### src/rtl/digital_loop_filter.sv
// Digital PI loop filter: synchronizes bang-bang phase-detector UP/DOWN, integrates the
// decision with anti-windup, and produces a clamped oscillator control word plus lock status.
module digital_loop_filter #(
    parameter int CTRL_W     = 10,
    parameter int INT_W      = 16,
    parameter int FRAC       = 4,
    parameter int KP         = 4,
    parameter int KI         = 1,
    parameter int CENTER     = 512,
    parameter int LOCK_COUNT = 64
) (
    input  logic              input_reference_clock_digital,
    input  logic              reset,
    input  logic              input_up_digital,
    input  logic              input_down_digital,
    input  logic              input_hold_digital,
    output logic [CTRL_W-1:0] output_control_word_digital,
    output logic              output_locked_digital,
    output logic              output_saturated_digital
);

    // Wide enough that CENTER + shifted integrator + proportional term never wraps.
    localparam int UW    = INT_W + CTRL_W + 8;
    localparam int CNT_W = $clog2(LOCK_COUNT + 1);

    typedef logic signed [UW-1:0] wide_t;

    localparam wide_t W_INT_MAX = wide_t'((64'sd1 <<< (INT_W - 1)) - 64'sd1);
    localparam wide_t W_INT_MIN = -W_INT_MAX;
    localparam wide_t W_OUT_MAX = wide_t'((64'sd1 <<< CTRL_W) - 64'sd1);
    localparam wide_t W_CENTER  = wide_t'(CENTER);
    localparam wide_t W_KP      = wide_t'(KP);
    localparam wide_t W_KI      = wide_t'(KI);
    localparam logic [CNT_W-1:0] LOCK_MAX = CNT_W'(LOCK_COUNT);

    logic                     r_up_meta, r_up_sync, r_dn_meta, r_dn_sync;
    logic signed [INT_W-1:0]  r_integ;
    logic signed [1:0]        r_prev_d;
    logic [CNT_W-1:0]         r_lock_cnt;
    logic [CTRL_W-1:0]        r_ctrl;
    logic                     r_locked;
    logic                     r_sat;

    logic signed [1:0]        w_d;
    wide_t                    w_integ_w, w_p_term, w_i_step, w_u_pre, w_integ_try;
    wide_t                    w_integ_next_w, w_u;
    logic                     w_windup;
    logic [CTRL_W-1:0]        w_ctrl_next;
    logic                     w_sat_next;
    logic signed [1:0]        w_prev_next;
    logic [CNT_W-1:0]         w_cnt_next, w_cnt_inc;

    // Two-flop synchronizers for the asynchronous phase-detector inputs.
    always_ff @(posedge input_reference_clock_digital or posedge reset) begin
        if (reset) begin
            r_up_meta <= 1'b0;
            r_up_sync <= 1'b0;
            r_dn_meta <= 1'b0;
            r_dn_sync <= 1'b0;
        end else begin
            r_up_meta <= input_up_digital;
            r_up_sync <= r_up_meta;
            r_dn_meta <= input_down_digital;
            r_dn_sync <= r_dn_meta;
        end
    end

    // Decision, proportional/integral terms and anti-windup integrator update.
    always_comb begin
        w_d            = 2'sb00;
        w_p_term       = '0;
        w_i_step       = '0;
        w_integ_w      = {{(UW-INT_W){r_integ[INT_W-1]}}, r_integ};
        w_integ_try    = '0;
        w_integ_next_w = w_integ_w;
        w_windup       = 1'b0;
        w_u_pre        = '0;
        w_u            = '0;
        case ({r_up_sync, r_dn_sync})
            2'b10:   w_d = 2'sb01;
            2'b01:   w_d = 2'sb11;
            default: w_d = 2'sb00;
        endcase
        case (w_d)
            2'sb01: begin
                w_p_term = W_KP;
                w_i_step = W_KI;
            end
            2'sb11: begin
                w_p_term = -W_KP;
                w_i_step = -W_KI;
            end
            default: begin
                w_p_term = '0;
                w_i_step = '0;
            end
        endcase
        // Windup is judged on the control word the current integrator already demands.
        w_u_pre  = W_CENTER + (w_integ_w >>> FRAC) + w_p_term;
        w_windup = ((w_d == 2'sb01) && (w_u_pre > W_OUT_MAX)) ||
                   ((w_d == 2'sb11) && w_u_pre[UW-1]);
        w_integ_try = w_integ_w + w_i_step;
        if (w_integ_try > W_INT_MAX) begin
            w_integ_try = W_INT_MAX;
        end else if (w_integ_try < W_INT_MIN) begin
            w_integ_try = W_INT_MIN;
        end else begin
            w_integ_try = w_integ_try;
        end
        if (input_hold_digital || w_windup) begin
            w_integ_next_w = w_integ_w;
        end else begin
            w_integ_next_w = w_integ_try;
        end
        w_u = W_CENTER + (w_integ_next_w >>> FRAC) + w_p_term;
    end

    // Clamp the unclamped control word into the oscillator range.
    always_comb begin
        w_ctrl_next = '0;
        w_sat_next  = 1'b0;
        if (w_u > W_OUT_MAX) begin
            w_ctrl_next = '1;
            w_sat_next  = 1'b1;
        end else if (w_u[UW-1]) begin
            w_ctrl_next = '0;
            w_sat_next  = 1'b1;
        end else begin
            w_ctrl_next = w_u[CTRL_W-1:0];
            w_sat_next  = 1'b0;
        end
    end

    // Lock qualification: a repeated nonzero decision means the loop is still slewing.
    always_comb begin
        w_cnt_inc   = (r_lock_cnt == LOCK_MAX) ? r_lock_cnt : r_lock_cnt + {{(CNT_W-1){1'b0}}, 1'b1};
        w_cnt_next  = r_lock_cnt;
        w_prev_next = r_prev_d;
        if (input_hold_digital) begin
            w_cnt_next  = r_lock_cnt;
            w_prev_next = r_prev_d;
        end else if (w_d == 2'sb00) begin
            w_cnt_next  = w_cnt_inc;
            w_prev_next = r_prev_d;
        end else if (w_d == r_prev_d) begin
            w_cnt_next  = {CNT_W{1'b0}};
            w_prev_next = w_d;
        end else begin
            w_cnt_next  = w_cnt_inc;
            w_prev_next = w_d;
        end
    end

    // Loop-filter state and registered outputs.
    always_ff @(posedge input_reference_clock_digital or posedge reset) begin
        if (reset) begin
            r_integ    <= '0;
            r_prev_d   <= 2'sb00;
            r_lock_cnt <= {CNT_W{1'b0}};
            r_ctrl     <= CTRL_W'(CENTER);
            r_locked   <= 1'b0;
            r_sat      <= 1'b0;
        end else begin
            r_integ    <= w_integ_next_w[INT_W-1:0];
            r_prev_d   <= w_prev_next;
            r_lock_cnt <= w_cnt_next;
            r_ctrl     <= w_ctrl_next;
            r_locked   <= (w_cnt_next == LOCK_MAX);
            r_sat      <= w_sat_next;
        end
    end

    assign output_control_word_digital = r_ctrl;
    assign output_locked_digital       = r_locked;
    assign output_saturated_digital    = r_sat;

endmodule
### config.mk
export PLATFORM = sky130hd
export DESIGN_NAME = digital_loop_filter
export DESIGN_NICKNAME = d
export VERILOG_FILES = /design/src/rtl/digital_loop_filter.sv
export SDC_FILE = /design/constraint.sdc
export NUM_CORES = 1
export LEC_CHECK = 0
export ABC_AREA = 1
export ABC_CLOCK_PERIOD_IN_PS = 8800
export BUFFER_PORTS_ARGS = -buffer_cell sky130_fd_sc_hd__buf_2
export CAP_MARGIN = 20
export CELL_PAD_IN_SITES_DETAIL_PLACEMENT = 1
export CELL_PAD_IN_SITES_GLOBAL_PLACEMENT = 1
export CORE_MARGIN = 2
export CORE_UTILIZATION = 46
export CTS_CLUSTER_SIZE = 20
export DETAILED_ROUTE_END_ITERATION = 12
export PLACE_DENSITY = 0.93
export SLEW_MARGIN = 15
export SYNTH_ARGS = -nofsm -noshare
export SYNTH_HDL_FRONTEND = slang
export SYNTH_SLANG_ARGS = --single-unit
### constraint.sdc
create_clock -name input_reference_clock_digital -period 8.8 [get_ports input_reference_clock_digital]
set_input_delay 1.76 -clock input_reference_clock_digital [delete_from_list [all_inputs] [get_ports input_reference_clock_digital]]
set_output_delay 1.76 -clock input_reference_clock_digital [all_outputs]
set_load 0.01 [all_outputs]
==> flow_metrics.env, run 1 <==
export IMPL_routed_via_density=5.577
export IMPL_timing_hold_worst_endpoint="r_dn_sync"
export IMPL_vias=6179
export IMPL_final_util=0.4977
export IMPL_ff2ff_path_depth=39
export IMPL_r2r_slack_ns=0.85
export IMPL_layout_drive_gt1_share=0.07692
export IMPL_die_w_um=116.6
export IMPL_final_nets=1004
export IMPL_tightest_slew_ns=0.8601
export IMPL_place_hpwl_um=15360
export IMPL_netlist_area_um2=5836
export IMPL_cp_slowest_cell="ha_1"
export IMPL_cpMostUsedCell="ha_1"
export IMPL_skew_ns=0.004758
export IMPL_grt_setup_unrepaired="false"
export IMPL_postCtsSetupBuffers=0
export IMPL_fillers=1770
export IMPL_cts_buffers=5
export IMPL_ctsHoldBuffers=0
export IMPL_min_from="r_dn_meta"
export IMPL_clock_sinks=41
export IMPL_area_delta_synth_final_pct=6.754
export IMPL_clk_pin_slew_ns=0.06
export IMPL_ys_warnings_count=0
export IMPL_cts_tree="built"
export IMPL_post_route_min_period_ns=7.952
export IMPL_clock_latency_ns=0.29
export IMPL_ant_nets=0
export IMPL_cap_viol_max_count=0
export IMPL_cp_arrival_ns=8.10
export IMPL_grt_pass1_wl_um=32900
export IMPL_clock_fmax_mhz=125.8
export IMPL_antenna_found_initial=0
export IMPL_drc=0
export IMPL_place_gp_congestion=0.9674
export IMPL_dp_worst_setup_slack_ns=1.176
export IMPL_irDropWorstVdd_mv=0.1592
export IMPL_cts_resized=0
export IMPL_finalSetupViolations=0
export IMPL_drt_iter0_drc=312
export IMPL_r2r_end="output_control_word_digital[2]"
export IMPL_rr_startpoint="r_up_sync"
export IMPL_period_share=0.9037
export IMPL_dr_pass1_iters=4
export IMPL_core_area_um2=12520
export IMPL_end_kind="flop"
export IMPL_p_leak_nw=3.309
export IMPL_slew_violations=0
export IMPL_routed_wl_um=19940
export IMPL_wire_per_inst_um=17.99
export IMPL_synth_nets=994
export IMPL_crit_path_max_fanout=26
export IMPL_h_tree_depth=2
export IMPL_slew_limit_headroom=0.4265
export IMPL_crit_type="reg2reg"
export IMPL_port_buffers=16
export IMPL_die_h_um=116.6
export IMPL_yosysUniqueCellTypes=51
export IMPL_holdPathStages=0
export IMPL_fin_tns_setup_ns=0
export IMPL_clockBufferDepth=2
export IMPL_critical_path_top_delay_family="adder cells"
export IMPL_rows=41
export IMPL_grt_max_degree=42
export IMPL_critPathMaxStageDelay_ns=0.60
export IMPL_ioPinCount=17
export IMPL_pwr_density_cell_nw_per_um2=423.4
export IMPL_status="complete, no violations"
export IMPL_holdCritPathClass="reg2reg"
export IMPL_die_area_um2=13600
export IMPL_grt_use_total=0.3080
export IMPL_start_util=0.4662
export IMPL_avgSynthCellArea_um2=6.309
export IMPL_crit_required_ns=8.95
export IMPL_critPathBufInv=7
export IMPL_antenna_cells=0
export IMPL_critPathLaunchType="flop"
export IMPL_first_global_vias=6501
export IMPL_seq_area_frac_synth=0.1760
export IMPL_ctsRootBufferMaster="clkbuf_16"
export IMPL_synth_seq_cells=41
export IMPL_finalWorstSetupSlack_ns=0.8478
export IMPL_overflow=0
export IMPL_final_hold_viol_count=0
export IMPL_syn_inst=925
## metrics by stage
| stage | hold slack [ns] | cell area, um2 | power [mW] | instances |
|---|---|---|---|---|
| 2_1_floorplan | 0.3312 | 5836 | 1.809 | 925 |
| 3_3_place_gp | 0.3343 | 6040 | 2.219 | 1100 |
| 3_5_place_dp | 0.3451 | 6040 | 2.313 | 1100 |
| 4_1_cts | 0.3596 | 6230 | 2.611 | 1108 |
| 5_1_grt | 0.3633 | 6230 | 2.893 | 1108 |
| 6_report | 0.3587 | 6230 | 2.638 | 1108 |
## worst max-delay path by stage
| stage | startpoint | end | slack, ns | depth (start not counted) |
|---|---|---|---|---|
| 6_report | r_up_sync | output_control_word_digital[2] | 0.85 | 39 |
| 5_1_grt | r_up_sync | output_control_word_digital[2] | 0.28 | 38 |
| 3_5_place_dp | r_up_sync | output_control_word_digital[2] | 1.18 | 34 |
| 4_1_cts | r_up_sync | output_control_word_digital[2] | 1.00 | 39 |
| 3_3_place_gp | r_up_sync | output_control_word_digital[0] | 1.40 | 39 |
| 2_1_floorplan | r_up_sync | output_control_word_digital[0] | 2.40 | 40 |
## Yosys cell counts, drive strengths merged
cell / instances / area share
nand4: 21 / 0.025
nor4: 5 / 0.0054
dfrtp: 40 / 0.17
and2: 4 / 0.0047
nand3b: 6 / 0.0077
a21o: 1 / 0.0013
fa: 2 / 0.0069
a21oi: 51 / 0.046
a31o: 2 / 0.0030
nor3b: 1 / 0.0013
xnor2: 16 / 0.027
a31oi: 3 / 0.0032
or2: 1 / 0.0011
a22oi: 4 / 0.0060
a211oi: 2 / 0.0026
clkbuf: 4 / 0.0026
dlymetal6s2s: 1 / 0.0021
a311oi: 1 / 0.0015
o211ai: 1 / 0.0013
nor2: 125 / 0.084
xor2: 42 / 0.066
clkinv: 2 / 0.0015
nand2: 248 / 0.17
o21bai: 2 / 0.0026
ha: 62 / 0.13
dfstp: 1 / 0.0045
o21ai: 55 / 0.051
buf: 12 / 0.016
inv: 129 / 0.083
nand3: 61 / 0.053
o221ai: 3 / 0.0045
nor3: 17 / 0.015
## cell families after synthesis
group           share of synthesized area
xor+xnor                          0.09220
simple gates                       0.3641
buf+inv                            0.1053
compound gates                     0.1226
flops                              0.1760
fa+ha+maj                          0.1398
## per-layer routing
metal	track usage	share of wire	wire (um)
met2	0.5609	0.50	9995
met1	0.3686	0.43	8556
met4	0.1278	0.038	767
met5	0	0	0
met3	0.03321	0.031	616
## cells in the final DEF, fill, tap and decap left out, types with 5 or more instances in the layout
cell type / netlist / layout
inv_1: 123 / 122
clkbuf_16: 0 / 5
dfrtp_1: 40 / 40
ha_1: 62 / 62
nand3b_1: 6 / 6
inv_2: 6 / 6
nand2_1: 234 / 234
nand4_1: 20 / 20
xnor2_1: 14 / 14
o21ai_0: 46 / 46
a21oi_1: 50 / 50
buf_2: 3 / 16
nor3_1: 17 / 17
xor2_1: 40 / 40
nand2_2: 12 / 12
nor2_1: 119 / 119
nor2_2: 5 / 5
nor4_1: 5 / 5
o21ai_1: 5 / 5
nand3_1: 60 / 60
## where the power goes
part	leakage [nW]	switching, mW	internal (mW)
sequential	0.457	0.0585	0.258
combinational	2.76	1.40	0.675
clock	0.0938	0.0828	0.162
total	3.31	1.54	1.10
## registers in the layout, summed over array words and instances, names as in the netlist
register,cells
output_control_word_digital,10
output_saturated_digital,1
r_dn_meta,1
r_up_sync,1
r_lock_cnt,7
output_locked_digital,1
r_integ,16
r_dn_sync,1
r_up_meta,1
r_prev_d,2
## layout make-up
cell class | count | area, um2 | area share
clock buffers | 5 | 125.1 | 0.02008
clock inverters | 3 | 65.06 | 0.01044
inverters | 131 | 493.0 | 0.07913
multi-input cells | 736 | 4194 | 0.6732
flip-flops and latches | 41 | 1027 | 0.1649
well taps | 172 | 215.2 | 0.03455
repair buffers | 20 | 110.1 | 0.01767
Power figures use the tool's default switching activity.
==> run 2: changes to the inputs <==
--- a/config.mk
+++ b/config.mk
@@ -16,7 +16,8 @@
 export CTS_CLUSTER_SIZE = 20
 export DETAILED_ROUTE_END_ITERATION = 12
 export PLACE_DENSITY = 0.93
-export SLEW_MARGIN = 15
+export RECOVER_POWER = 25
+export SLEW_MARGIN = 10
 export SYNTH_ARGS = -nofsm -noshare
 export SYNTH_HDL_FRONTEND = slang
 export SYNTH_SLANG_ARGS = --single-unit
==> run 2 against run 1 <==
Effect of this change:
- via count increased by 0.19%
- fmax decreased by 0.13%
- critical path type unchanged
- first-iteration DRC count decreased by 7.1%
- critical path depth decreased by 5
- register-to-register slack about the same
- sequential share of layout area about the same
- core utilization decreased by 0.050 points
- hold slack improved by 0.00052 ns
- routed wire length increased by 0.14%
- total power about the same
- clock-buffer cell count unchanged
- clock power about the same
- the run now ends with capacitance limit, slew limit left
==> flow_metrics.env, run 2 (synthesis gave the netlist of run 1 again) <==
export IMPL_status="complete, but fails checks"
export IMPL_violations="capacitance limit, slew limit"
export IMPL_p_leak_nw=3.300
export IMPL_r2r_slack_ns=0.84
export IMPL_antenna_found_initial=0
export IMPL_h_tree_depth=2
export IMPL_hold_ws_ns=0.3592
export IMPL_final_hold_viol_count=0
export IMPL_met2_usage=0.5609
export IMPL_rr_startpoint="r_up_sync"
export IMPL_cap_viol_max_count=1
export IMPL_die_area_um2=13600
export IMPL_die_h_um=116.6
export IMPL_postCtsSetupBuffers=0
export IMPL_path_depth=34
export IMPL_grt_setup_unrepaired="false"
export IMPL_slew_violations=42
export IMPL_clock_sinks=41
export IMPL_die_w_um=116.6
export IMPL_critPathBufInv=5
export IMPL_finalSetupViolations=0
export IMPL_tightest_slew_ns=2.288
export IMPL_dr_pass1_iters=4
export IMPL_irDropWorstVdd_mv=0.1576
export IMPL_grt_use_total=0.3080
export IMPL_gr_usage_met3=0.03321
export IMPL_cp_slowest_cell="ha_1"
export IMPL_final_nets=1004
export IMPL_drc=0
export IMPL_fin_tns_setup_ns=0
export IMPL_cp_endpoint="output_control_word_digital[2]"
export IMPL_clock_latency_ns=0.29
export IMPL_ff2ff_path_depth=34
export IMPL_crit_required_ns=8.95
export IMPL_grt_max_degree=42
export IMPL_final_common_cell="nand2_1"
export IMPL_holdCritPathClass="reg2reg"
export IMPL_start_util=0.4662
export IMPL_final_cells=1108
export IMPL_r2r_end="output_control_word_digital[2]"
export IMPL_cts_buffers=5
export IMPL_end_kind="flop"
export IMPL_critPathLaunchType="flop"
export IMPL_ioPinCount=17
export IMPL_crit_start="r_up_sync"
export IMPL_final_util=0.4972
export IMPL_final_cell_mix="nand2_1 (234), inv_1 (122), nor2_1 (119)"
export IMPL_place_gp_congestion=0.9674
export IMPL_critical_path_top_delay_family="simple AND/OR/NAND/NOR gates"
export IMPL_first_global_vias=6501
export IMPL_dp_cells=1100
export IMPL_skew_ns=0.003635
export IMPL_ctsHoldBuffers=0
export IMPL_core_area_um2=12520
export IMPL_post_route_min_period_ns=7.963
export IMPL_period_share=0.9049
export IMPL_area_delta_synth_final_pct=6.647
export IMPL_routed_wl_um=19960
export IMPL_largest_register="r_integ"
export IMPL_critPathMaxStageDelay_ns=0.59
export IMPL_rows=41
export IMPL_pwr_density_cell_nw_per_um2=423.9
export IMPL_routed_via_density=5.588
export IMPL_largest_reg_flops=16
export IMPL_ant_nets=0
export IMPL_clock_fmax_mhz=125.6
export IMPL_antenna_cells=0
export IMPL_ctsRootBufferMaster="clkbuf_16"
export IMPL_met1_usage=0.3686
export IMPL_overflow=0
export IMPL_crit_path_max_fanout=26
export IMPL_clockBufferDepth=2
export IMPL_wire_per_inst_um=18.02
export IMPL_cts_resized=0
export IMPL_cpMostUsedCell="ha_1"
export IMPL_cts_tree="built"
export IMPL_drt_iter0_drc=290
export IMPL_layout_drive_gt1_share=0.07372
export IMPL_clk_pin_slew_ns=0.06
export IMPL_cp_arrival_ns=8.12
export IMPL_port_buffers=16
export IMPL_grt_pass1_wl_um=32900
export IMPL_slew_limit_headroom=-0.5257
export IMPL_busiest_layer="met2"
export IMPL_vias=6191
export IMPL_crit_type="reg2reg"
export IMPL_place_hpwl_um=15360
-- run 2: worst min-delay path by stage --
stage                    from   endpoint  slack [ns]  cells after the start
floorplan           r_dn_meta  r_dn_sync        0.33                      0
detailed placement  r_dn_meta  r_dn_sync        0.35                      0
CTS                 r_dn_meta  r_dn_sync        0.36                      0
global route        r_dn_meta  r_dn_sync        0.36                      0
finish              r_dn_meta  r_dn_sync        0.36                      0
global placement    r_dn_meta  r_dn_sync        0.33                      0
-- run 2: final cells by class --
class | instances | area, um2
multi-input cells | 736 | 4194
repair buffers | 20 | 103.9
inverters | 131 | 493.0
clock buffers | 5 | 125.1
clock inverters | 3 | 65.06
flip-flops and latches | 41 | 1027
well taps | 172 | 215.2
fillers | 1772 | 6294
-- run 2: stage by stage --
stage	setup slack [ns]	instance area (um2)	total power, mW
5_1_grt	0.2769	6223	2.893
3_5_place_dp	1.176	6040	2.313
3_3_place_gp	1.402	6040	2.219
2_1_floorplan	2.403	5836	1.809
4_1_cts	1.002	6230	2.611
6_report	0.8372	6223	2.638
-- run 2: layer usage --
layer  up-vias  share of wire
li1       3012              -
met1      2996           0.43
met2       126           0.50
met3        57          0.030
met4         0          0.039
met5         -              0
-- run 2: worst register-to-register path: cells and delay by family (launching register included) --
kind | cells | cell delay, ns
DFF | 1 | 0.39
buffers and inverters | 5 | 1.11
AOI/OAI and AO/OA | 3 | 0.69
adders and majority gates | 6 | 2.02
xor gates and xnor gates | 2 | 0.52
and+or+nand+nor | 18 | 3.09
-- run 2: power breakdown --
part | internal (mW) | total (mW) | switching (mW)
clock | 0.162 | 0.247 | 0.0843
sequential | 0.258 | 0.317 | 0.0587
combinational | 0.674 | 2.07 | 1.40
==> run 3: changes to the inputs <==
--- a/config.mk
+++ b/config.mk
@@ -15,7 +15,8 @@
 export CORE_UTILIZATION = 46
 export CTS_CLUSTER_SIZE = 20
 export DETAILED_ROUTE_END_ITERATION = 12
-export PLACE_DENSITY = 0.93
+export MAX_ROUTING_LAYER = met4
+export PLACE_DENSITY_LB_ADDON = 0.1
 export RECOVER_POWER = 25
 export SLEW_MARGIN = 10
 export SYNTH_ARGS = -nofsm -noshare
==> run 3 against run 2 <==
Effect of this change:
- combinational power barely moved
- the flow still finishes with violations (capacitance limit, slew limit)
- routed wire length fell by 4.6%
- non-clock buffer count down 1
- critical path depth rose by 1
- clock-buffer cell count is the same
- final area about the same
- critical path type unchanged
==> flow_metrics.env, run 3 (synthesis gave the netlist of run 1 again) <==
export IMPL_status="complete, but fails checks"
export IMPL_violations="capacitance limit, slew limit"
export IMPL_cts_tree="built"
export IMPL_h_tree_depth=2
export IMPL_drc=0
export IMPL_power_clock_fraction=0.091
export IMPL_final_nets=1003
export IMPL_largest_reg_flops=16
export IMPL_final_common_cell="nand2_1"
export IMPL_core_area_um2=12520
export IMPL_place_gp_congestion=1.016
export IMPL_holdCritPathClass="reg2reg"
export IMPL_pwr_density_cell_nw_per_um2=415.3
export IMPL_cp_slowest_cell="ha_1"
export IMPL_post_route_min_period_ns=7.565
export IMPL_share_comb_of_total_power=0.790
export IMPL_routed_wl_um=19050
export IMPL_clock_fmax_mhz=132.2
export IMPL_slew_violations=42
export IMPL_critical_path_top_delay_family="simple AND/OR/NAND/NOR gates"
export IMPL_slew_limit_headroom=-0.4760
export IMPL_critPathMaxStageDelay_ns=0.61
export IMPL_antenna_found_initial=1
export IMPL_clock_latency_ns=0.28
export IMPL_grt_pass1_wl_um=31040
export IMPL_ioPinCount=17
export IMPL_final_cell_mix="nand2_1 (234), inv_1 (123), nor2_1 (119)"
export IMPL_finalSetupViolations=0
export IMPL_p_seq_frac=0.119
export IMPL_design_area_um2=6220
export IMPL_cts_resized=0
export IMPL_postCtsSetupBuffers=0
export IMPL_largest_register="r_integ"
export IMPL_critPathBufInv=5
export IMPL_grt_use_total=0.2965
export IMPL_critPathLaunchType="flop"
export IMPL_start_util=0.4662
export IMPL_grt_max_degree=42
export IMPL_vias=5995
export IMPL_grt_setup_unrepaired="false"
export IMPL_ctsHoldBuffers=0
export IMPL_switchingPower_mw=1.490
export IMPL_p_int_mw=1.093
export IMPL_swShare=0.5769
export IMPL_die_area_um2=13600
export IMPL_cts_buffers=5
export IMPL_dr_pass1_iters=4
export IMPL_crit_type="reg2reg"
export IMPL_irDropWorstVdd_mv=0.1902
export IMPL_first_global_vias=6304
export IMPL_drt_iter0_drc=258
export IMPL_die_w_um=116.6
export IMPL_p_leak_nw=3.302
export IMPL_clock_sinks=41
export IMPL_cap_viol_max_count=1
export IMPL_overflow=0
export IMPL_post_dp_cell_area_um2=6032
export IMPL_cp_arrival_ns=7.72
export IMPL_crit_path_max_fanout=25
export IMPL_final_util=0.4969
export IMPL_place_hpwl_um=15770
export IMPL_die_h_um=116.6
export IMPL_crit_required_ns=8.95
export IMPL_layout_drive_gt1_share=0.07380
export IMPL_routed_via_density=5.411
export IMPL_wire_per_inst_um=17.20
export IMPL_ctsRootBufferMaster="clkbuf_16"
export IMPL_final_hold_viol_count=0
export IMPL_cpMostUsedCell="nand2_1"
export IMPL_skew_ns=0.002875
export IMPL_rows=41
export IMPL_fillers=1771
export IMPL_period_share=0.8597
export IMPL_end_kind="flop"
export IMPL_tightest_slew_ns=2.214
export IMPL_fin_tns_setup_ns=0
export IMPL_port_buffers=16
export IMPL_area_delta_synth_final_pct=6.582
export IMPL_ant_nets=0
export IMPL_clockBufferDepth=2
export IMPL_clk_pin_slew_ns=0.06
run 3: cell types whose count changed in the layout (fill, tap and decap cells not counted), sizes merged:
| cell | delta |
|---|---|
| inv | +1 |
| clkbuf | -1 |
| diode | +1 |
| clkinv | -1 |
run 3: final timing paths:
kind | from | end | slack (ns) | cells after the start
hold / removal | r_up_meta | r_up_sync | 0.35 | 0
max in group asynchronous | reset | r_integ[14] | 5.25 | 3
setup reg to reg | r_up_sync | output_control_word_digital[3] | 1.24 | 35
setup / recovery | r_up_sync | output_control_word_digital[3] | 1.24 | 35
hold reg to reg | r_up_meta | r_up_sync | 0.35 | 0
min in group asynchronous | reset | r_lock_cnt[1] | 2.28 | 3
run 3: per-layer routing:
layer,vias to the layer above,track usage,wire (um)
met5,-,-,0
met4,0,0.07451,371
met3,23,0.03321,513
met2,87,0.5186,9606
met1,2892,0.3660,8561
li1,2993,-,-
run 3: worst register-to-register path: cells and delay by family, from the launching register on:
kind,cells,cell delay [ns]
buf+inv,5,0.80
flops,1,0.38
fa+ha+maj,5,1.70
simple gates,18,2.77
compound gates,4,1.17
xor+xnor,3,0.61
run 3: power by group through the flow:
stage / Sequential [mW] / Combinational, mW / Clock, mW
floorplan: 0.307 / 1.50 / 0
global placement: 0.306 / 1.95 / 0
detailed placement: 0.308 / 2.01 / 0
CTS: 0.307 / 2.03 / 0.237
global route: 0.314 / 2.30 / 0.246
finish: 0.306 / 2.04 / 0.236
run 3: final cells by class:
cell class	instances	area (um2)	share of cell area
Multi-Input combinational cell	736	4194	0.6743
Sequential cell	41	1027	0.1652
Inverter	131	493.0	0.07926
Tap cell	172	215.2	0.03460
Clock buffer	5	125.1	0.02012
Timing Repair Buffer	19	97.59	0.01569
Clock inverter	3	65.06	0.01046
Antenna cell	1	2.502	0.0004023
run 3: per-stage QoR:
| stage | power (mW) | hold slack, ns | setup slack, ns | cells |
|---|---|---|---|---|
| after floorplan | 1.809 | 0.3312 | 2.403 | 925 |
| after global placement | 2.252 | 0.3325 | 1.634 | 1099 |
| after detailed placement | 2.318 | 0.3356 | 1.362 | 1099 |
| after CTS | 2.575 | 0.3505 | 1.301 | 1107 |
| after global routing | 2.863 | 0.3575 | 0.5939 | 1108 |
| final | 2.583 | 0.3481 | 1.235 | 1108 |
